[src/rtl/ccd_capture_ctrl.sv]
// ============================================================================
// ccd_capture_ctrl
// ----------------------------------------------------------------------------
// Purpose:
//   Front-end capture stage between the CMOS sensor pins and the Bayer-to-RGB
//   stage. The block registers raw pixel data and the frame/line valid
//   strobes. Capture is gated by start/stop pulses, and gating only changes at
//   frame boundaries, so a partial frame is never emitted. The block outputs a
//   pixel-valid strobe, X/Y coordinates of each pixel and a completed-frame
//   counter.
//
// Parameters:
//   DATA_W  raw pixel width
//   CNT_W   width of the X/Y coordinate counters
//   X_MAX   active pixels per line; X wraps to 0 after X_MAX-1 and Y advances
//
// Ports:
//   iCLK         in   1       pixel clock, rising edge
//   iRST         in   1       asynchronous active-high reset
//   iDATA        in   DATA_W  sensor pixel data
//   iFVAL        in   1       sensor frame valid
//   iLVAL        in   1       sensor line valid
//   iSTART       in   1       one-cycle pulse: arm capture (ignored unless idle)
//   iSTOP        in   1       one-cycle pulse: stop at end of current frame
//   oDATA        out  DATA_W  captured pixel (iDATA delayed by 2 cycles)
//   oDVAL        out  1       oDATA / oX_Cont / oY_Cont valid this cycle
//   oX_Cont      out  CNT_W   column of oDATA
//   oY_Cont      out  CNT_W   row of oDATA
//   oFrame_Cont  out  32      frames completed while capturing, since reset
//   oBusy        out  1       high whenever the controller is not idle
//
// Configuration macro:
//   CCD_CAPTURE_TEST_PATTERN_EN
//     Defined  : oDATA carries (X + Y) truncated to DATA_W instead of the
//                sensor data. Timing, oDVAL and all counters are unchanged.
//     Undefined: oDATA carries the registered sensor data.
// ============================================================================
module ccd_capture_ctrl #(
    parameter int DATA_W = 10,
    parameter int CNT_W  = 16,
    parameter int X_MAX  = 1280
) (
    input  logic              iCLK,
    input  logic              iRST,
    input  logic [DATA_W-1:0] iDATA,
    input  logic              iFVAL,
    input  logic              iLVAL,
    input  logic              iSTART,
    input  logic              iSTOP,
    output logic [DATA_W-1:0] oDATA,
    output logic              oDVAL,
    output logic [CNT_W-1:0]  oX_Cont,
    output logic [CNT_W-1:0]  oY_Cont,
    output logic [31:0]       oFrame_Cont,
    output logic              oBusy
);

    typedef enum logic [1:0] {
        IDLE     = 2'd0,
        WAIT_SOF = 2'd1,
        IN_FRAME = 2'd2
    } state_t;

    localparam logic [CNT_W-1:0] X_LAST = CNT_W'(X_MAX - 1);

    // ------------------------------------------------------------------
    // Stage 1: sensor input registers (f2_q is a second delay of FVAL
    // used only for edge detection).
    // ------------------------------------------------------------------
    logic [DATA_W-1:0] d1_q;
    logic              f1_q;
    logic              f2_q;
    logic              l1_q;

    always_ff @(posedge iCLK or posedge iRST) begin
        if (iRST) begin
            d1_q <= '0;
            f1_q <= 1'b0;
            f2_q <= 1'b0;
            l1_q <= 1'b0;
        end else begin
            d1_q <= iDATA;
            f1_q <= iFVAL;
            f2_q <= f1_q;
            l1_q <= iLVAL;
        end
    end

    logic sof;
    logic eof;

    assign sof = f1_q & ~f2_q;
    assign eof = ~f1_q & f2_q;

    // ------------------------------------------------------------------
    // Capture control FSM
    // ------------------------------------------------------------------
    state_t      state_q;
    state_t      state_d;
    logic        stop_pend_q;
    logic        stop_pend_d;
    logic [31:0] frame_q;
    logic [31:0] frame_d;
    logic        start_frame;

    always_ff @(posedge iCLK or posedge iRST) begin
        if (iRST) begin
            state_q     <= IDLE;
            stop_pend_q <= 1'b0;
            frame_q     <= '0;
        end else begin
            state_q     <= state_d;
            stop_pend_q <= stop_pend_d;
            frame_q     <= frame_d;
        end
    end

    always_comb begin
        state_d     = state_q;
        stop_pend_d = stop_pend_q;
        frame_d     = frame_q;
        start_frame = 1'b0;

        case (state_q)
            IDLE: begin
                // Stop wins over a simultaneous start; a lone stop is ignored.
                if (iSTART && !iSTOP) begin
                    state_d = WAIT_SOF;
                end
            end

            WAIT_SOF: begin
                // Nothing is in flight yet, so a stop takes effect at once.
                // The pending flag would be consumed on the same transition,
                // so it is left clear.
                if (iSTOP) begin
                    state_d     = IDLE;
                    stop_pend_d = 1'b0;
                end else if (sof) begin
                    state_d     = IN_FRAME;
                    start_frame = 1'b1;
                end
            end

            IN_FRAME: begin
                if (iSTOP) begin
                    stop_pend_d = 1'b1;
                end
                if (eof) begin
                    frame_d = frame_q + 32'd1;
                    // A stop landing on the EOF cycle itself still counts.
                    if (stop_pend_q || iSTOP) begin
                        state_d     = IDLE;
                        stop_pend_d = 1'b0;
                    end else begin
                        // Straight back to waiting so that an SOF on the very
                        // next cycle (1-cycle FVAL gap) is still caught.
                        state_d = WAIT_SOF;
                    end
                end
            end

            default: begin
                state_d     = IDLE;
                stop_pend_d = 1'b0;
            end
        endcase
    end

    // ------------------------------------------------------------------
    // Coordinate counters and output stage
    // ------------------------------------------------------------------
    logic              pv;
    logic [CNT_W-1:0]  x_q;
    logic [CNT_W-1:0]  x_d;
    logic [CNT_W-1:0]  y_q;
    logic [CNT_W-1:0]  y_d;
    logic [CNT_W-1:0]  xo_q;
    logic [CNT_W-1:0]  xo_d;
    logic [CNT_W-1:0]  yo_q;
    logic [CNT_W-1:0]  yo_d;
    logic [DATA_W-1:0] data_q;
    logic [DATA_W-1:0] data_d;
    logic              dval_q;

    // LVAL while FVAL is low never qualifies, so stray line strobes between
    // frames cannot produce pixels.
    assign pv = f1_q & l1_q & (state_q == IN_FRAME);

    always_comb begin
        x_d  = x_q;
        y_d  = y_q;
        xo_d = xo_q;
        yo_d = yo_q;

        if (!l1_q) begin
            // Between lines: column restarts, row is kept. A line shorter
            // than X_MAX therefore does not advance the row.
            x_d = '0;
        end else if (pv) begin
            xo_d = x_q;
            yo_d = y_q;
            if (x_q == X_LAST) begin
                x_d = '0;
                y_d = y_q + CNT_W'(1);
            end else begin
                x_d = x_q + CNT_W'(1);
            end
        end

        if (start_frame) begin
            x_d = '0;
            y_d = '0;
        end
    end

`ifdef CCD_CAPTURE_TEST_PATTERN_EN
    // Synthetic diagonal ramp; sensor data is not used.
    assign data_d = DATA_W'(x_q + y_q);
`else
    assign data_d = d1_q;
`endif

    always_ff @(posedge iCLK or posedge iRST) begin
        if (iRST) begin
            x_q    <= '0;
            y_q    <= '0;
            xo_q   <= '0;
            yo_q   <= '0;
            data_q <= '0;
            dval_q <= 1'b0;
        end else begin
            x_q    <= x_d;
            y_q    <= y_d;
            xo_q   <= xo_d;
            yo_q   <= yo_d;
            data_q <= data_d;
            dval_q <= pv;
        end
    end

    assign oDATA       = data_q;
    assign oDVAL       = dval_q;
    assign oX_Cont     = xo_q;
    assign oY_Cont     = yo_q;
    assign oFrame_Cont = frame_q;
    assign oBusy       = (state_q != IDLE);

endmodule

[config.mk]
export PLATFORM = sky130hd
export DESIGN_NAME = ccd_capture_ctrl
export DESIGN_NICKNAME = d
export VERILOG_FILES = /design/src/rtl/ccd_capture_ctrl.sv
export SDC_FILE = /design/constraint.sdc
export NUM_CORES = 1
export LEC_CHECK = 0
export CORE_UTILIZATION = 28
export CTS_CLUSTER_DIAMETER = 150
export DETAILED_ROUTE_END_ITERATION = 8
export RECOVER_POWER = 100
export SETUP_SLACK_MARGIN = 0.3
export SYNTH_ARGS = -nofsm -noshare
export SYNTH_HDL_FRONTEND = slang
export SYNTH_SLANG_ARGS = --single-unit
[constraint.sdc]
create_clock -name iCLK -period 5 [get_ports iCLK]
set_clock_uncertainty 0.2 [all_clocks]
set_input_delay 1 -clock iCLK [delete_from_list [all_inputs] [get_ports iCLK]]
set_output_delay 1 -clock iCLK [all_outputs]
set_load 0.02 [all_outputs]
Yosys cells after proc, flatten, opt, wreduce, memory -nomap -nowiden
Index checks and enable logic that the tools add are counted.
{ "totals": {"elab_cells": 66, "register_bits": 123} }
{ "op_classes": {"muxes": 22, "addsub": 3, "eq_ne": 8, "bitwise_logic": 7, "n_reduce_logical": 13} }
{ "ops": {"columns": ["operator", "n"], "rows": [
  ["two-way mux 16 bit", 8],
  ["adder 16 x 1 -> 16 bit (second input constant)", 2],
  ["adder 32 x 1 -> 32 bit (second input constant)", 1],
  ["equality test 16 x 11 -> 1 bit (second input constant)", 1],
  ["two-way mux 1 bit", 8],
  ["two-way mux 2 bit", 4],
  ["nonzero test 2 bit", 4],
  ["!= test 2 bit (second input constant)", 3],
  ["one-hot mux 2 bit (3 select lines)", 1],
  ["AND reduction 2 bit", 3],
  ["AND reduction 3 bit", 2],
  ["bitwise AND 1 bit", 4],
  ["!= test 3 x 1 -> 1 bit (second input constant)", 1],
  ["!= test 3 bit (second input constant)", 1],
  ["NOT 1 bit", 3],
  ["one-hot mux 1 bit (3 select lines)", 1],
  ["equality test 2 x 1 -> 1 bit (second input constant)", 1],
  ["equality test 2 bit (second input constant)", 1],
  ["zero test 2 bit", 1],
  ["logical AND 1 bit", 1],
  ["zero test 1 bit", 1],
  ["logical OR 1 bit", 1]
]} }

Logic depth before layout (Yosys ltp)
{ "logic_depth": {"word_depth": 7, "ltp_mapped": 7} }

Least setup slack after synthesis
Ideal clock, no wire load.
{ "synth_path": {"kind": "input port to flip-flop", "startpoint": "input iSTOP", "endpoint": "register y_q[0]", "path_slack_ns": 2.577, "setup_time_ns": 0.132, "path_buffers": 1, "path_stages": 5, "t_arrival_ns": 2.091, "t_required_ns": 4.668, "path_cell_list": "nor4b_1 nand2_1 clkbuf_1 o211ai_1 o31ai_1"} }
{ "synth_via": {"elab_chain_cells": 4} }
{ "synth_lines": {"columns": ["item", "line_no", "text"], "rows": [
  ["start, declared", "49", "input logic iSTOP,"],
  ["two-way mux 1 bit *", "136", "if (iSTOP) begin"],
  ["two-way mux 1 bit *", "124", "case (state_q)"],
  ["nonzero test 2 bit (no line)", null, null],
  ["AND reduction 3 bit (no line)", null, null],
  ["end signal, assigned", "234", "y_q <= y_d;"],
  ["end, declared", "176", "logic [CNT_W-1:0] y_q;"]
]} }
Mark *: on every way between the ends. The rest lies on a longest branch, timed or not.
A chain may end at the register's enable or synchronous reset.

Worst setup path after layout
{ "layout_path": {"startpoint": "register state_q[0]", "endpoint": "register x_q[4]"} }
{ "layout_via": {"elab_chain_cells": 3} }
{ "layout_lines": {"columns": ["item", "line_no", "text"], "rows": [
  ["start, declared", "98", "state_t state_q;"],
  ["start signal, assigned", "112", "state_q <= state_d;"],
  ["equality test 2 x 1 -> 1 bit or equality test 2 bit (tied branches)", "124, 188", null],
  ["two-way mux 1 bit or bitwise AND 1 bit (tied branches)", "124, 188", null],
  ["!= test 3 x 1 -> 1 bit (no line) or two-way mux 16 bit (tied branches)", null, null],
  ["end signal, assigned", "226", "x_q <= '0;"],
  ["end signal, assigned", "233", "x_q <= x_d;"],
  ["end, declared", "174", "logic [CNT_W-1:0] x_q;"]
]} }
Several ways; a longest one is shown, not always the timed one.

==> reports/results.ini <==
[status]
status = complete, but fails checks
violations = capacitance limit, slew limit

[timing]
setup-violations-final = 0
max_freq_mhz = 285.8
slew_violations = 141
tightest_slew_ps = 2746
finalHoldViolCount = 0
slew_headroom_pct = -84.06
rsz0062_at_grt = false
setup_tns_ps = 0
min_period_over_period_pct = 69.97
holdWs_ps = 146.5
min_period_ps = 3498

[cells_and_area]
area_growth_pct = 32.31
layout_common_cells = nand2_1 (123), dfrtp_1 (123), dlygate4sd3_1 (91)
multi_input_area_um2 = 2066
layout.cells.non_filler = 838
regArea_um2 = 3078
fill_cells = 1830
nets = 610
layout-drive-gt1-share_pct = 8.444
final_util_pct = 37.69
n_antenna_cell = 0

[worst_setup_path]
crit_buf_inv = 1
critical_path.startpoint_type = flip-flop
path_class = reg2reg
cp_max_fo = 50
worstPathArrival_ps = 3600
path_cells = nand4b_1 > clkbuf_1 > nand3_1 > o22ai_1
crit_slowest_cell = clkbuf_1
required_ps = 5100
crit_path_max_incr_delay_ps = 1580
end_kind = flip-flop
cp.depth = 4
path_delay_family = buffers and inverters
ff2ff_path_depth = 4

[routing]
avgRoutedWirePerCell_um = 15.18
drtIter0Drc = 243
drtPass1Iterations = 5
ant_nets = 0
wl_met1_um = 6257
top_layer = met4
drc = 0
vias = 4071
wirelength_um = 12730
met2_length_um = 5773
met3WireLength_um = 598
avgViaCountPerCell = 4.858

[logic_synthesis]
syn-num-nets = 520
synth_largest_area_cell = dfrtp_1
postSynth.asyncResetShare_pct = 100.0
synth_area_leaders = dfrtp_1 (58%), nand2_1 (8.7%), xnor2_1 (4.9%)
ys.flop_type = dfrtp_1
synth_top_area_share_pct = 57.76
ys_seq_area_share_pct = 57.76
synth_edf_count = 0
ys_ff_latch = 123
yosys_warnings = 0
synthDistinctLibCells = 58
syn-instance-count = 501
netlist_area_um2 = 5329
synth.avg_cell_area_um2 = 10.64

[placed_design]
place_hpwl_um = 8413
dpl.cell_count = 806
io_buffers = 91
place.gp.congestion = 0.8189

[cts]
clock_sinks = 123
holdBufCountCts = 0
clkTransAtPathRegs_ps = 60
clk_latency_ps = 420
cts_tree = built
cts_made_buffers = 17
cts-resized-gates = 0
post_cts_buffers = 0
htreeDepth = 4
clockBufferDepth = 2
root_buffer = clkbuf_16

[floorplanning]
die_area_um2 = 19590
fp.dieH_um = 140.0
pin_count = 92
core_um2 = 18710
dieWidth_um = 140.0
initial_core_util_pct = 28.49
fp-row-count = 50

[global_routing]
grt-ovfl-total = 0
grt_pass1_vias = 4045
antenna_found_initial = 0
grt_max_degree = 64
grt_pass1_wl_um = 20850
grt.total_usage_pct = 13.71

[worst_hold_path]
hold_class = reg2reg
whs_path_depth = 0

[run]
cap_viol_max_count = 4

[power]
peakVddDrop_uv = 236.6
power.leakage_nw = 3.222
p_per_area_nw_per_um2 = 399.3

Yosys cell counts, drive strengths merged (3+ instances only):
library cell  instances
a21oi                 8
ha                    3
and2                  5
or3                   5
nand3                21
nor2                  8
mux2i                10
dfrtp               123
nand2b                7
xnor2                30
or2                   3
or4                   5
clkbuf               11
o21ai                13
nor3                 10
o31ai                 7
nor4b                 3
and3                  8
nor4                  7
nand4                25
a31oi                 9
nand2               123
and4                 11
xor2                  5
inv                   8
buf                  13
where the power goes:
group          switching, mW  internal, mW  leakage, nW
Clock                  0.447         0.892        0.309
Combinational          0.182         0.136         1.28
Sequential            0.0757          1.08         1.63
Total                  0.705          2.11         3.22
state kept, by name, indices dropped and copies added (netlist names):
name / count
x_q: 16
f2_q: 1
state_q: 2
f1_q: 1
d1_q: 10
stop_pend_q: 1
l1_q: 1
oX_Cont: 16
y_q: 16
oY_Cont: 16
oDATA: 10
oFrame_Cont: 32
oDVAL: 1
cell type report:
cell class | instances | area share, %
multi-input cells | 346 | 29.30
inverters | 8 | 0.5146
well taps | 234 | 4.153
repair buffers | 95 | 13.29
clock buffers | 19 | 6.282
clock inverters | 13 | 2.804
flip-flops and latches | 123 | 43.66
per-layer routing:
metal / track usage [%] / vias to the layer above
met2: 20.66 / 121
met1: 18.51 / 1993
met3: 4.513 / 14
li1: - / 1943
met4: 4.453 / 0
met5: 0 / -
logic make-up after synthesis:
group / count (synthesis) / synth area share [%]
and+or+nand+nor: 248 / 24.98
adders and majority gates: 3 / 0.7045
buffers and inverters: 32 / 2.841
xor gates and xnor gates: 35 / 5.752
muxes: 10 / 1.878
AOI/OAI and AO/OA: 50 / 6.081
DFF: 123 / 57.76
final timing paths:
kind,slack [ps],to,startpoint
min in group asynchronous,1620,oDATA[5],iRST
max in group asynchronous,1670,oFrame_Cont[11],iRST
min reg2reg,150,oDATA[2],d1_q[2]
max,1500,x_q[4],state_q[0]
max reg2reg,1500,x_q[4],state_q[0]
min,150,oDATA[2],d1_q[2]
through the flow:
stage | worst slack (ps) | total power [mW] | cell area [um2]
floorplan | 529.1 | 1.343 | 5329
detailed placement | 1634 | 1.522 | 6449
global route | 1052 | 2.942 | 7051
CTS | 2012 | 2.889 | 7089
finish | 1502 | 2.815 | 7051
global placement | 1741 | 1.513 | 6449
worst register-to-register path: cells and delay by family (launching register included):
kind            cells  cell delay [ps]
compound gates      1              320
buf+inv             1             1580
flops               1              500
simple gates        2              780
(Power assumes the default switching activity.)
